===== config.mk =====
export PLATFORM = sky130hd
export DESIGN_NAME = ps2_send_flat
export DESIGN_NICKNAME = d
export VERILOG_FILES = /design/src/rtl/ps2_pkg.sv /design/src/rtl/ps2_send_if.sv /design/src/rtl/ps2_sync_edge.sv /design/src/rtl/ps2_send.sv /design/src/flat_wrapper.sv
export SDC_FILE = /design/constraint.sdc
export NUM_CORES = 1
export LEC_CHECK = 0
export CAP_MARGIN = 20
export CORE_MARGIN = 2
export CORE_UTILIZATION = 55
export DETAILED_ROUTE_END_ITERATION = 8
export GPL_TIMING_DRIVEN = 1
export PLACE_DENSITY = 0.89
export SETUP_SLACK_MARGIN = 0.15
export SLEW_MARGIN = 10
export SYNTH_ARGS = -nofsm -noshare
export SYNTH_HDL_FRONTEND = slang
export SYNTH_SLANG_ARGS = --single-unit

===== constraint.sdc =====
create_clock -name clock -period 6.21 [get_ports clock]
set_input_delay 1.242 -clock clock [delete_from_list [all_inputs] [get_ports clock]]
set_output_delay 1.242 -clock clock [all_outputs]
set_load 0.1 [all_outputs]

===== src/rtl/ps2_pkg.sv =====
// Shared definitions for the PS/2 host-to-device sender: state encoding,
// timing defaults and frame bit positions.
package ps2_pkg;

    typedef enum logic [2:0] {
        ST_IDLE    = 3'd0,
        ST_INHIBIT = 3'd1,
        ST_START   = 3'd2,
        ST_BITS    = 3'd3,
        ST_ACK     = 3'd4,
        ST_RELEASE = 3'd5
    } ps2_state_e;

    localparam int unsigned INHIBIT_DEF = 800;
    localparam int unsigned TIMEOUT_DEF = 16000;

    localparam logic [3:0] LAST_DATA_EDGE = 4'd8;
    localparam logic [3:0] PARITY_EDGE    = 4'd9;
    localparam logic [3:0] STOP_EDGE      = 4'd10;

    // Odd parity: the bit that makes the total count of ones odd.
    function automatic logic odd_parity(input logic [7:0] d);
        return ~^d;
    endfunction

endpackage


===== src/rtl/ps2_send_if.sv =====
// Signal bundle between a host-side user and the PS/2 sender, plus the raw
// PS/2 line levels and open-drain enables.
interface ps2_send_if;
    // req is a one-cycle strobe, taken only while busy=0 (never queued);
    // done/err are one-cycle completion strobes, coincident with busy falling.
    logic       req;
    logic [7:0] di;
    logic       busy;
    logic       done;
    logic       err;
    logic       ps2ClkI;
    logic       ps2DatI;
    logic       ps2ClkOe;
    logic       ps2DatOe;

    modport master (
        output req, di, ps2ClkI, ps2DatI,
        input  busy, done, err, ps2ClkOe, ps2DatOe
    );

    modport slave (
        input  req, di, ps2ClkI, ps2DatI,
        output busy, done, err, ps2ClkOe, ps2DatOe
    );
endinterface


===== src/rtl/ps2_sync_edge.sv =====
// Two-flop synchroniser for an asynchronous line, with a falling-edge
// detector that compares consecutive ce-qualified samples.
module ps2_sync_edge (
    input  logic clock,
    input  logic reset,
    input  logic ce,
    input  logic din,
    output logic sync,
    output logic fall
);
    logic meta_q;
    logic sync_q;
    logic prev_q;

    // Idle PS/2 lines are high, so reset to 1 to avoid a phantom edge.
    always_ff @(posedge clock) begin
        if (reset) begin
            meta_q <= 1'b1;
            sync_q <= 1'b1;
            prev_q <= 1'b1;
        end else begin
            meta_q <= din;
            sync_q <= meta_q;
            if (ce) prev_q <= sync_q;
        end
    end

    assign sync = sync_q;
    assign fall = ce & prev_q & ~sync_q;
endmodule


===== src/rtl/ps2_send.sv =====
// PS/2 host-to-device byte sender. Define PS2_SEND_TIMEOUT_EN to add a
// watchdog that aborts a transfer when the device stops clocking.
module ps2_send
    import ps2_pkg::*;
#(
    parameter int unsigned INHIBIT = INHIBIT_DEF,
    parameter int unsigned TIMEOUT = TIMEOUT_DEF
) (
    input  logic        clock,
    input  logic        reset,
    input  logic        ce,
    ps2_send_if.slave   bus,
    output ps2_state_e  state_dbg
);
    localparam int INH_W = $clog2(INHIBIT + 1);

    ps2_state_e       state, state_n;
    logic [7:0]       data_q, data_n;
    logic             parity_q, parity_n;
    logic [3:0]       bit_cnt, bit_cnt_n;
    logic [INH_W-1:0] inh_cnt, inh_cnt_n;
    logic             done_q, done_n;
    logic             err_q, err_n;
    logic             clk_oe, dat_oe;
    logic             clk_sync, clk_fall;
    logic             dat_meta, dat_sync;
    logic [2:0]       bit_idx;

`ifdef PS2_SEND_TIMEOUT_EN
    localparam int WD_W = $clog2(TIMEOUT + 1);
    logic [WD_W-1:0] wd_cnt, wd_cnt_n;
`endif

    ps2_sync_edge u_clk_sync (
        .clock (clock),
        .reset (reset),
        .ce    (ce),
        .din   (bus.ps2ClkI),
        .sync  (clk_sync),
        .fall  (clk_fall)
    );

    // Data needs no edge detection; it is only sampled on clock edges.
    always_ff @(posedge clock) begin
        if (reset) begin
            dat_meta <= 1'b1;
            dat_sync <= 1'b1;
        end else begin
            dat_meta <= bus.ps2DatI;
            dat_sync <= dat_meta;
        end
    end

    always_ff @(posedge clock) begin
        if (reset) begin
            state    <= ST_IDLE;
            data_q   <= '0;
            parity_q <= 1'b0;
            bit_cnt  <= '0;
            inh_cnt  <= '0;
            done_q   <= 1'b0;
            err_q    <= 1'b0;
`ifdef PS2_SEND_TIMEOUT_EN
            wd_cnt   <= '0;
`endif
        end else begin
            state    <= state_n;
            data_q   <= data_n;
            parity_q <= parity_n;
            bit_cnt  <= bit_cnt_n;
            inh_cnt  <= inh_cnt_n;
            done_q   <= done_n;
            err_q    <= err_n;
`ifdef PS2_SEND_TIMEOUT_EN
            wd_cnt   <= wd_cnt_n;
`endif
        end
    end

    // bit_cnt n (1..8) presents data bit n-1 on the line.
    assign bit_idx = 3'(bit_cnt - 4'd1);

    always_comb begin
        state_n   = state;
        data_n    = data_q;
        parity_n  = parity_q;
        bit_cnt_n = bit_cnt;
        inh_cnt_n = inh_cnt;
        done_n    = 1'b0;
        err_n     = 1'b0;
        clk_oe    = 1'b0;
        dat_oe    = 1'b0;
`ifdef PS2_SEND_TIMEOUT_EN
        wd_cnt_n  = '0;
`endif

        case (state)
            ST_IDLE: begin
                if (bus.req) begin
                    data_n    = bus.di;
                    parity_n  = odd_parity(bus.di);
                    bit_cnt_n = '0;
                    inh_cnt_n = '0;
                    state_n   = ST_INHIBIT;
                end
            end
            ST_INHIBIT: begin
                clk_oe = 1'b1;
                if (ce) begin
                    if (inh_cnt == INH_W'(INHIBIT - 1)) state_n = ST_START;
                    else inh_cnt_n = inh_cnt + INH_W'(1);
                end
            end
            ST_START: begin
                dat_oe  = 1'b1;
                state_n = ST_BITS;
            end
            ST_BITS: begin
                // Count 0 still holds the start bit; count 10 is the released stop bit.
                if (bit_cnt == 4'd0)                 dat_oe = 1'b1;
                else if (bit_cnt <= LAST_DATA_EDGE)  dat_oe = ~data_q[bit_idx];
                else if (bit_cnt == PARITY_EDGE)     dat_oe = ~parity_q;
                if (clk_fall) begin
                    bit_cnt_n = bit_cnt + 4'd1;
                    if (bit_cnt == PARITY_EDGE) state_n = ST_ACK;
                end
            end
            ST_ACK: begin
                if (clk_fall) begin
                    if (!dat_sync) begin
                        state_n = ST_RELEASE;
                    end else begin
                        err_n   = 1'b1;
                        state_n = ST_IDLE;
                    end
                end
            end
            ST_RELEASE: begin
                if (ce && clk_sync && dat_sync) begin
                    done_n  = 1'b1;
                    state_n = ST_IDLE;
                end
            end
            default: state_n = ST_IDLE;
        endcase

`ifdef PS2_SEND_TIMEOUT_EN
        if (state inside {ST_START, ST_BITS, ST_ACK, ST_RELEASE}) begin
            if (clk_fall) begin
                wd_cnt_n = '0;
            end else if (ce) begin
                if (wd_cnt == WD_W'(TIMEOUT - 1)) begin
                    state_n = ST_IDLE;
                    done_n  = 1'b0;
                    err_n   = 1'b1;
                    clk_oe  = 1'b0;
                    dat_oe  = 1'b0;
                end else begin
                    wd_cnt_n = wd_cnt + WD_W'(1);
                end
            end else begin
                wd_cnt_n = wd_cnt;
            end
        end
`endif
    end

    assign bus.ps2ClkOe = clk_oe;
    assign bus.ps2DatOe = dat_oe;
    assign bus.busy     = (state != ST_IDLE);
    assign bus.done     = done_q;
    assign bus.err      = err_q;
    assign state_dbg    = state;
endmodule

===== src/flat_wrapper.sv =====
// flat-port wrapper written by rule: the top's interface ports become plain ports
module ps2_send_flat import ps2_pkg::*;
#(
    parameter int unsigned INHIBIT = INHIBIT_DEF,
    parameter int unsigned TIMEOUT = TIMEOUT_DEF
)
  (clock, reset, ce, state_dbg, bus_req, bus_di, bus_ps2ClkI, bus_ps2DatI, bus_busy, bus_done, bus_err, bus_ps2ClkOe, bus_ps2DatOe);
  ps2_send_if bus_i ();
  input  logic clock;
  input  logic reset;
  input  logic ce;
  output ps2_state_e state_dbg;
  input wire logic [$bits(bus_i.req)-1:0] bus_req;
  input wire logic [$bits(bus_i.di)-1:0] bus_di;
  input wire logic [$bits(bus_i.ps2ClkI)-1:0] bus_ps2ClkI;
  input wire logic [$bits(bus_i.ps2DatI)-1:0] bus_ps2DatI;
  output wire logic [$bits(bus_i.busy)-1:0] bus_busy;
  output wire logic [$bits(bus_i.done)-1:0] bus_done;
  output wire logic [$bits(bus_i.err)-1:0] bus_err;
  output wire logic [$bits(bus_i.ps2ClkOe)-1:0] bus_ps2ClkOe;
  output wire logic [$bits(bus_i.ps2DatOe)-1:0] bus_ps2DatOe;
  assign bus_i.req = bus_req;
  assign bus_i.di = bus_di;
  assign bus_i.ps2ClkI = bus_ps2ClkI;
  assign bus_i.ps2DatI = bus_ps2DatI;
  assign bus_busy = bus_i.busy;
  assign bus_done = bus_i.done;
  assign bus_err = bus_i.err;
  assign bus_ps2ClkOe = bus_i.ps2ClkOe;
  assign bus_ps2DatOe = bus_i.ps2DatOe;
  ps2_send #(.INHIBIT(INHIBIT), .TIMEOUT(TIMEOUT)) u_core (.clock(clock), .reset(reset), .ce(ce), .bus(bus_i), .state_dbg(state_dbg));
endmodule

Yosys cells after proc, flatten, opt, wreduce, memory -nomap -nowiden
Cells that the tools add are included.

cells by class
  mux-type cells = 25
  eq/ne operators = 15
  magnitude comparators = 2
  bitwise operators = 8
  $add $sub $neg = 3
  reductions and logical operators = 14

operators by type and width
  operator               number
  $mux 10                3
  $mux 3                 8
  $pmux 10 s2            1
  $pmux 3 s6             1
  $add 10x1->10 const B  1
  $eq 10x10->1 const B   1
  $ne 2x1->1 const B     5
  $mux 4                 2
  $pmux 4 s2             1
  $reduce_xnor 8->1      1
  $mux 1                 7
  $reduce_and 7->1       1
  $eq 3x2->1 const B     2
  $eq 3x3->1 const B     2
  $ne 2x2->1 const B     3
  $not 1->1              6
  $add 4x1->4 const B    1
  $eq 4x4->1 const B     1
  $le 4x4->1 const B     1
  $logic_not 4->1        1
  $lt 3x4->1 const B     1
  $reduce_and 4->1       1
  $reduce_bool 2->1      2
  $bmux 1 s3             1
  other kinds (11)       13

storage, ports and cells
  word-level logic and storage cells = 79
  bits in registers = 33
  input bits = 14
  output and inout port bits = 8

Depth between registers and ports, before layout
  depth after elaboration = 7
  depth in mapped cells = 7
  mapped depth without buffers = 7

Cells and area by module
A second synthesis with hierarchy kept.

second synthesis, totals
  cells, all modules = 210
  area total of the unflattened synthesis = 1,831.8 µm²

modules (own cells, without submodules)
  module         sequential area each (µm²)  cells an instance  area each (µm²)  times used
  ps2_send       600.6                       202                1,734.2          1
  ps2_sync_edge  60.1                        8                  97.6             1

Least setup slack after synthesis
Ideal clock, no wire load.

  kind = reg2out
  from = reg u_core.bit_cnt[0]
  to = out bus_ps2DatOe
  cell stages (with the launch flop) = 8
  path slack = 1,808 ps
  buffers on the path = 0
  required time = 4,968 ps
  arrival time = 3,160 ps
  cell sequence = dfxtp_1 > inv_1 > ha_1 > mux4_2 > or4b_1 > o311ai_1 > nor2_2 > nor3b_2

on the way
  longest elaborated chain between the ends = 7
  elaborated cells between the ends (all ways) = 11
  classes of those cells = add/sub: 1; order compare: 1; eq/ne: 1; mux: 6; bitwise: 1; reduce/logical: 1

ends and longest elaborated chain
  item                          line                RTL
  start, declared               ps2_send.sv:20      logic [3:0] bit_cnt, bit_cnt_n;
  start signal, assigned        ps2_send.sv:70      bit_cnt <= bit_cnt_n;
  $sub 3x1->3                   ps2_send.sv:81      assign bit_idx = 3'(bit_cnt - 4'd1);
  $bmux 1 s3                    ps2_send.sv:121     else if (bit_cnt <= LAST_DATA_EDGE) dat_oe = ~data_q[bit_idx];
  $mux 1 (implied by the code)  ps2_send.sv:121
  $not 1->1                     ps2_send.sv:121
  $mux 1                        ps2_send.sv:121
  $mux 1 *                      ps2_send.sv:120     if (bit_cnt == 4'd0) dat_oe = 1'b1;
  $pmux 1 s2 *                  ps2_send.sv:97      case (state)
  end, declared                 flat_wrapper.sv:21  output wire logic [$bits(bus_i.ps2DatOe)-1:0] bus_ps2DatOe;

Mark *: on every way between the ends. The rest lies on a longest branch, timed or not. The select of a mux whose other input is x is not followed.

Final worst setup path
Ends and elaborated chain as after synthesis.

==> run metrics <==
Buffers on Ports=21; GR Layer Usage met1=0.2884; Hold Crit Class=reg2reg; cell area after synthesis=roughly 1700 um^2; DP HPWL=2.485 mm; PwrDens=approximately 300 nW/um^2; met2 GRT Util=0.3323; Num Clock Sinks=33; Site Rows=20; clk_lat worst skew=about 0.34 ns; prevailing post-synth register cell=dfxtp_1; Iter 0 DRT Violations=73; total gr overflow=0; layout cells sized above 1=0.09677; nets=between 200 and 250; core area=3028 um^2; cell taking the most area after synthesis=dfxtp_1; Crit. End Element=output pin; CP Data Arrival Time=between 3 and 4 ns; Critical Path Fanout Max=6; RSZ-0062 raised after global routing=false; switch share=0.3765; share of total power in the clock network=0.267; Crit Path Category=reg2out; vias per cell=just under 6; highest clock rate=slightly above 200 MHz; fill count=238; root buf cell=clkbuf_4; Worst Path Required=about 5.0 ns; power share of the combinational group=0.336; Yosys reg bits=33; minimum clock period=approximately 5 ns; # DRC=0; synthesized area per cell=a little under 9 um^2; Startpoint Class=register; DR vias=roughly 1.5k; first-pass GRT wire length=roughly 5.9 mm; setup tns final=0 ns; first drt pass iteration count=4; top-count cell post-synth=dfxtp_1; H-tree depth=2; Initial Util=0.5702; TritonCTS clock tree=built; Die Ht=60.03 um; post-synth top area share=0.3826; placed cells=roughly 250; pin slew with the least headroom to its limit=1.003 ns; Post-CTS Setup Bufs=0; antenna violations before repair=0; Leakage=between 0.0006 and 0.0007 uW; sequential area share after synthesis=0.3826; vias in the first global route=roughly 1.4k; Pint=around 390 uW; Die X=around 60 um; Ys Warns=0; Syn Nets=roughly 220; Max clock buf depth=2; status=finished, final reports clean; Synth async-reset ratio=0; Tcrit/Tclk final=0.7993; clock slew seen by the registers of the worst setup and hold paths=about 0.1 ns; worst vdd ir=around 170 uV; Post-synth EDFFs=0; # IOs=22; routed len/inst=13.68 um; GRT Overall Usage=0.2210; WL final=around 3.6 mm; main area contributors after synthesis=dfxtp_1 (38%), nand2_1 (6.5%), a21oi_1 (5.2%), xnor2_1 (4.1%), a311oi_1 (3.0%); most used routing layer=met2; max-cap violation count=0; Cells after Synth=about 200; Syn-to-layout area delta=18.33%; met3 usage=0.04545; Non-Filler Instances=~260; final setup fails=0; post-cts sizing count=0; Min Hold Slack=roughly 0.43 ns; largest net degree at the start of global routing=35; GPL Wtd Cong=between 0.8 and 0.9; Reg power frac=0.397; ANT cells=0; endpoints failing hold=0; net switching power=about 230 uW; Routed Antenna Nets=0; synth unique cells=52; Slew headroom=0.3301; Final Max Slew Viols=0; hold buffers post-CTS=0; clk_skew=0.008743 ns; Die Footprint=between 3000 and 4000 um^2; TritonCTS buffer count=5; Commonest cells post-synth=dfxtp_1 (33), nand2_1 (30), a21oi_1 (18)
==> layout by cell type, fill, tap and decap left out, types with 2 or more instances in the layout <==
cell	n
or3_1	2
nor3_1	8
nand4_1	2
o31ai_1	2
nand3_1	5
xnor2_1	8
a31oi_1	4
nor2_1	8
clkdlybuf4s50_1	21
nand2b_1	5
inv_1	5
or2_2	4
nor2b_1	2
nand3b_1	3
mux2i_1	2
clkbuf_4	5
nand2_1	30
a211o_1	2
a21oi_1	18
xor2_1	3
ha_1	4
a311oi_1	6
o21ai_0	4
dfxtp_1	33
and3_1	2
==> area by class of cell <==
| cell class | count | area (um^2) | share of cell area |
|---|---|---|---|
| Inverter | 6 | 22.52 | 0.01102 |
| Multi-Input combinational cell | 148 | 994.7 | 0.4868 |
| Tap cell | 44 | 55.05 | 0.02694 |
| Clock inverter | 1 | 30.03 | 0.01470 |
| Timing Repair Buffer | 22 | 225.2 | 0.1102 |
| Clock buffer | 7 | 55.05 | 0.02694 |
| Sequential cell | 33 | 660.6 | 0.3233 |
==> per-layer routing <==
metal	wire length, um	up-vias
met1	1606	713
met4	70	0
met3	186	6
met5	0	-
met2	1706	53
li1	-	754
==> power groups by stage <==
stage / combinational, uW / sequential, uW / clock, uW
floorplan: 151 / 261 / 0
global placement: 204 / 251 / 0
detailed placement: 207 / 251 / 0
CTS: 207 / 246 / 168
global route: 225 / 250 / 179
finish: 209 / 246 / 166
==> sequential cells by signal, indices dropped and copies added, names as in the netlist, 3 cells and up <==
register	flops
u_core.inh_cnt	10
u_core.bit_cnt	4
u_core.data_q	8
u_core.state_dbg	3
==> final timing paths <==
path                       start                 to  slack (ns)  cells past startpoint
max            u_core.bit_cnt[0]       bus_ps2DatOe        1.25                      8
min              u_core.dat_meta    u_core.dat_sync        0.43                      1
max reg2reg  u_core.state_dbg[2]  u_core.bit_cnt[1]        3.99                      5
min reg2reg      u_core.dat_meta    u_core.dat_sync        0.43                      1
==> cells by family (layout without fill, tap and decap cells) <==
| logic type | count (synthesis) | after routing | synth area share |
|---|---|---|---|
| mux | 4 | 4 | 0.03986 |
| buf+inv | 16 | 36 | 0.04130 |
| compound gates | 44 | 44 | 0.1797 |
| flops | 33 | 33 | 0.3826 |
| xor+xnor | 11 | 11 | 0.05580 |
| simple gates | 85 | 85 | 0.2717 |
| fa+ha+maj | 4 | 4 | 0.02899 |
==> metrics by stage <==
stage / worst slack (ns) / cell area (um^2) / util / power (uW)
global placement: 1.678 / 1943 / 0.6417 / 454.6
finish: 1.246 / 2043 / 0.6748 / 620.8
detailed placement: 1.608 / 1943 / 0.6417 / 458.1
CTS: 1.223 / 2028 / 0.6698 / 621.7
global route: 1.085 / 2043 / 0.6748 / 653.8
floorplan: 1.808 / 1727 / - / 412.0
==> worst max-delay path: stages (launching register included) <==
cell and delay, ns:
dfxtp_1 0.46, inv_1 0.12, ha_1 0.35, mux4_2 0.52
or4b_1 0.47, o311ai_1 0.11, nor2_2 0.06, nor3b_2 0.15
clkdlybuf4s50_1 1.14
No activity file was read; power rests on OpenSTA's default activity.
==> RTL change 1: new RTL, same settings <==
Add a define of `PS2_SEND_TIMEOUT_EN`.
--- a/src/rtl/ps2_send.sv
+++ b/src/rtl/ps2_send.sv
@@ -2,2 +2,4 @@
 // watchdog that aborts a transfer when the device stops clocking.
+`define PS2_SEND_TIMEOUT_EN
+
 module ps2_send
Function: no difference found for any inputs over 10 cycles, from zero or initial values and one cycle with reset high; that may be too few to reach the edited logic, so the function may still have changed.
==> RTL change 1 against the original RTL <==
  * Cell count increased by 35%
  * Sequential cell count up 14
  * Largest cell class unchanged
  * Critical path depth down 1
  * Worst setup slack better by 0.19 ns
  * Non-clock buffer count is the same
  * Fmax increased by 4.0%
  * Synthesized area increased by 38%
  * Total power fell by 1.8%
  * Final area increased by 35%
  * Wire length rose by 45%
  * Clock power is 41% higher
==> RTL change 1: results (changes against the original RTL) <==
Power and ir drop
  – Comb power frac: 10.3% (-23 points)
  – Clock share of power: 38.4% (+12 points)
  – Switching power total: 0.146 mW (-37%)
  – Sw Ratio: 24.0% (-14 points)

Yosys
  – Largest cells by area after synthesis: dfxtp_1 39%, nand2_1 6.0%, xnor2_1 5.5%, a21oi_1 5.0%, nor2_1 3.8%
  – Post-Syn Nets: 300 (+40%)
  – Yosys cell types: 51 (-1.9%)
  – Compound-gate portion of the synthesized area: 14.5% (-3.4 points)
  – Seq/Total Area, Yosys: 39.4% (+1.1 points)
  – Synth Area in Adders: 2.62% (-0.28 points)
  – Mux share of post-synthesis cell area: 3.51% (-0.48 points)

Drt
  – Via density: 6.02 (+2.9%)
  – Iter 0 DRT Violations: 118 (+62%)
  – Via Count: 2,118 (+39%)

Layout
  – Fill count: 336 (+41%)
  – Layout Nets: 320 (+37%)
  – Largest register FFs: 14 (+4)
  – Layout cells sized above 1: 6.95% (-2.7 points)

Critical path
  – Reg-to-Reg Start: u_core.state_dbg[2]$_SDFF_PP0_
  – CP arrival: 3.53 ns (-0.19 ns)
  – Worst-path fanout max: 7 (+1)

Global route
  – First-pass GRT wire length: 8.88 mm (+49%)
  – Largest net degree at the start of global routing: 24 (-31%)
  – Number of global-route vias before repair: 2,009 (+47%)
  – Total global-route track usage: 22.4% (+0.33 points)

Place
  – DP Cell Count: 344 (+37%)
  – Final GP Congestion: 0.826 (-0.80%)

Clocking
  – Root Buffer Master: clkbuf_8

Run status
  – Status: completed

Timing
  – Worst-Margin Slew: 0.976 ns (-0.0272 ns)
[RTL change 1: cell types whose count changed after synthesis, sizes merged, moves of 5 or more]
cell and delta:
xnor2 +7, a311oi -6, nand3 +6, nand2 +8, nor2 +15, a21oi +6
dfxtp +14, inv +6, nor3 -5, nor4 +6
[RTL change 1: kinds of logic (layout without fill, tap and decap cells)]
family / Yosys count / after routing
muxes: 7 / 7
DFF: 47 / 47
and+or+nand+nor: 128 / 128
xor gates and xnor gates: 21 / 21
AOI/OAI and AO/OA: 53 / 53
buffers and inverters: 20 / 41
adders and majority gates: 5 / 5
[RTL change 1: routing by layer]
layer	track usage (%)	wire (um)	part of all wire (%)
met1	26.0	2260	44
met2	39.3	2560	50
met3	5.48	264	5.1
met4	9.40	82	1.6
met5	0	0	0
[RTL change 1: area by class of cell]
type                       count  area (um2)  share of cell area, %
clock buffer                   6        82.6                   3.00
inverter                      11        41.3                   1.50
clock inverter                 2        35.0                   1.27
tap                           50        62.6                   2.27
multi-input combinational    214        1380                   49.9
sequential                    47         941                   34.2
timing repair buffer          22         218                   7.90
[RTL change 1: final timing paths]
kind | end | slack [ns] | cells after the start
worst max-delay path | bus_ps2DatOe | 1.44 | 7
worst min-delay path | u_core.dat_sync$_SDFF_PP1_ | 0.41 | 1
worst max register to register | u_core.inh_cnt[5]$_SDFFE_PP0P_ | 3.90 | 4
worst min register to register | u_core.dat_sync$_SDFF_PP1_ | 0.41 | 1
[RTL change 1: worst max-delay path, cell delays in order (launching register included)]
cell and delay (ns):
dfxtp_1 0.50, inv_1 0.14, ha_1 0.39, mux2_2 0.36, a2111oi_0 0.40, nor4_1 0.11, a21oi_1 0.16, clkdlybuf4s50_1 1.16
==> RTL change 2: new RTL, same flow settings <==
Made on the original files. Make the reset (`reset`) asynchronous in 3 clocked blocks.
--- a/src/rtl/ps2_sync_edge.sv
+++ b/src/rtl/ps2_sync_edge.sv
@@ -15,3 +15,3 @@
     // Idle PS/2 lines are high, so reset to 1 to avoid a phantom edge.
-    always_ff @(posedge clock) begin
+    always_ff @(posedge clock or posedge reset) begin
         if (reset) begin
--- a/src/rtl/ps2_send.sv
+++ b/src/rtl/ps2_send.sv
@@ -43,3 +43,3 @@
     // Data needs no edge detection; it is only sampled on clock edges.
-    always_ff @(posedge clock) begin
+    always_ff @(posedge clock or posedge reset) begin
         if (reset) begin
@@ -53,3 +53,3 @@
 
-    always_ff @(posedge clock) begin
+    always_ff @(posedge clock or posedge reset) begin
         if (reset) begin
Behaviour: differs if reset is asserted again (counterexample within 4 cycles, from zero or initial values and one cycle with reset high); with reset held inactive, the same outputs for 10 cycles.
==> RTL change 2 against the original RTL <==
  * Sequential share of layout area increased by 5.8 points
  * Worst setup slack improved by 0.36 ns
  * Synthesized cell count decreased by 1.5%
  * Sequential cell count unchanged
  * Wire length increased by 5.9%
  * Synthesized area increased by 7.3%
  * Total power increased by 39%
  * Final area increased by 6.9%
  * Largest cell class unchanged
  * Highest routed layer unchanged
==> RTL change 2: results (changes against the original RTL) <==
Power and ir drop
  – Logic power comb: 0.373 mW (+78%)
  – Leak: 0.936 nW (+35%)
  – Seq power: 0.327 mW (+33%)
  – Cell-internal power: 0.488 mW (+26%)

Yosys
  – Post-Synth XOR/XNOR Area: 4.25% (-1.3 points)
  – Compound-gate portion of the synthesized area: 14.2% (-3.7 points)
  – Asr flop ratio synth: 100% (+100 points)
  – Mapped Cells: 194 (-1.5%)
  – Mean Syn Cell Area: 9.55 um2 (+9.0%)
  – Mux share of post-synthesis cell area: 3.98% (about the same)
  – List of most frequent post-synthesis cells: 38 x nand2_1, 28 x dfrtp_1, 11 x inv_1
  – Post-Syn Nets: 212 (-1.4%)

Layout
  – Area of the multi-input gates: 943 um2 (-5.2%)
  – Seq area share: 38.1% (+5.8 points)
  – Layout cells sized above 1: 11.1% (+1.4 points)
  – Seq_cells: 33 (unchanged)
  – Clock buffer count in the final layout: 5 (-2)
  – Inverter count: 11 (+5)
  – Comb_multi_in: 142 (-4.1%)
  – Fill count: 265 (+11%)
  – Cell area after layout: 2180 um2 (+6.9%)

Timing
  – Worst-Margin Slew: 0.965 ns (-0.0376 ns)
  – Setup Skew: 0.00412 ns (-0.00462 ns)
  – Final hold slack: 0.364 ns (-0.0673 ns)
  – Part of the cycle the worst path needs: 74.1% (-5.8 points)

Min path
  – Worst Hold Launch: u_core.u_clk_sync.meta_q$_DFF_PP1_

Drt
  – Post-Route WL: 3.78 mm (+5.9%)
  – Iter 0 DRT Violations: 137 (+88%)
  – Via density: 5.82 (-0.50%)
  – Via Count: 1,530 (+0.26%)

Run status
  – Status: completed

Critical path
  – Reg2reg path depth: 4 (-1)
  – Worst-path fanout max: 7 (+1)
  – Worst setup startpoint: u_core.bit_cnt[0]$_DFFE_PP0P_
  – Reg-to-Reg Start: u_core.state_dbg[0]$_DFFE_PP0P_

Place
  – Post-DP Area: 2090 um2 (+7.7%)
  – DP Wirelength: 2.64 mm (+6.2%)
  – Place WS: 1.98 ns (+0.369 ns)

Global route
  – Largest net degree at the start of global routing: 34 (-2.9%)
  – Number of global-route vias before repair: 1,378 (+0.88%)
RTL change 2: cell count changes in the layout (fill, tap and decap cells not counted), moves of 4 or more:
cell / change
a31oi_1: -4
dfxtp_1: -33
nor3_1: -5
nand2_1: +8
a311oi_1: -5
a21oi_1: -13
o31ai_1: +7
dfrtp_1: +28
dfstp_2: +5
inv_1: +6
or4_1: +4
RTL change 2: routing by layer:
layer,part of all wire [%],up-vias,wire (um),global-route usage (%)
li1,-,743,-,-
met3,4.9,8,185,5.18
met5,0,-,0,0
met1,44,742,1680,31.6
met4,1.9,0,71,8.21
met2,49,37,1850,35.4
RTL change 2: logic make-up (layout without fill, tap and decap cells):
group | after synthesis | after routing
mux | 4 | 4
buf+inv | 19 | 42
xor+xnor | 9 | 9
fa+ha+maj | 5 | 5
simple gates | 86 | 86
flops | 33 | 33
compound gates | 38 | 38
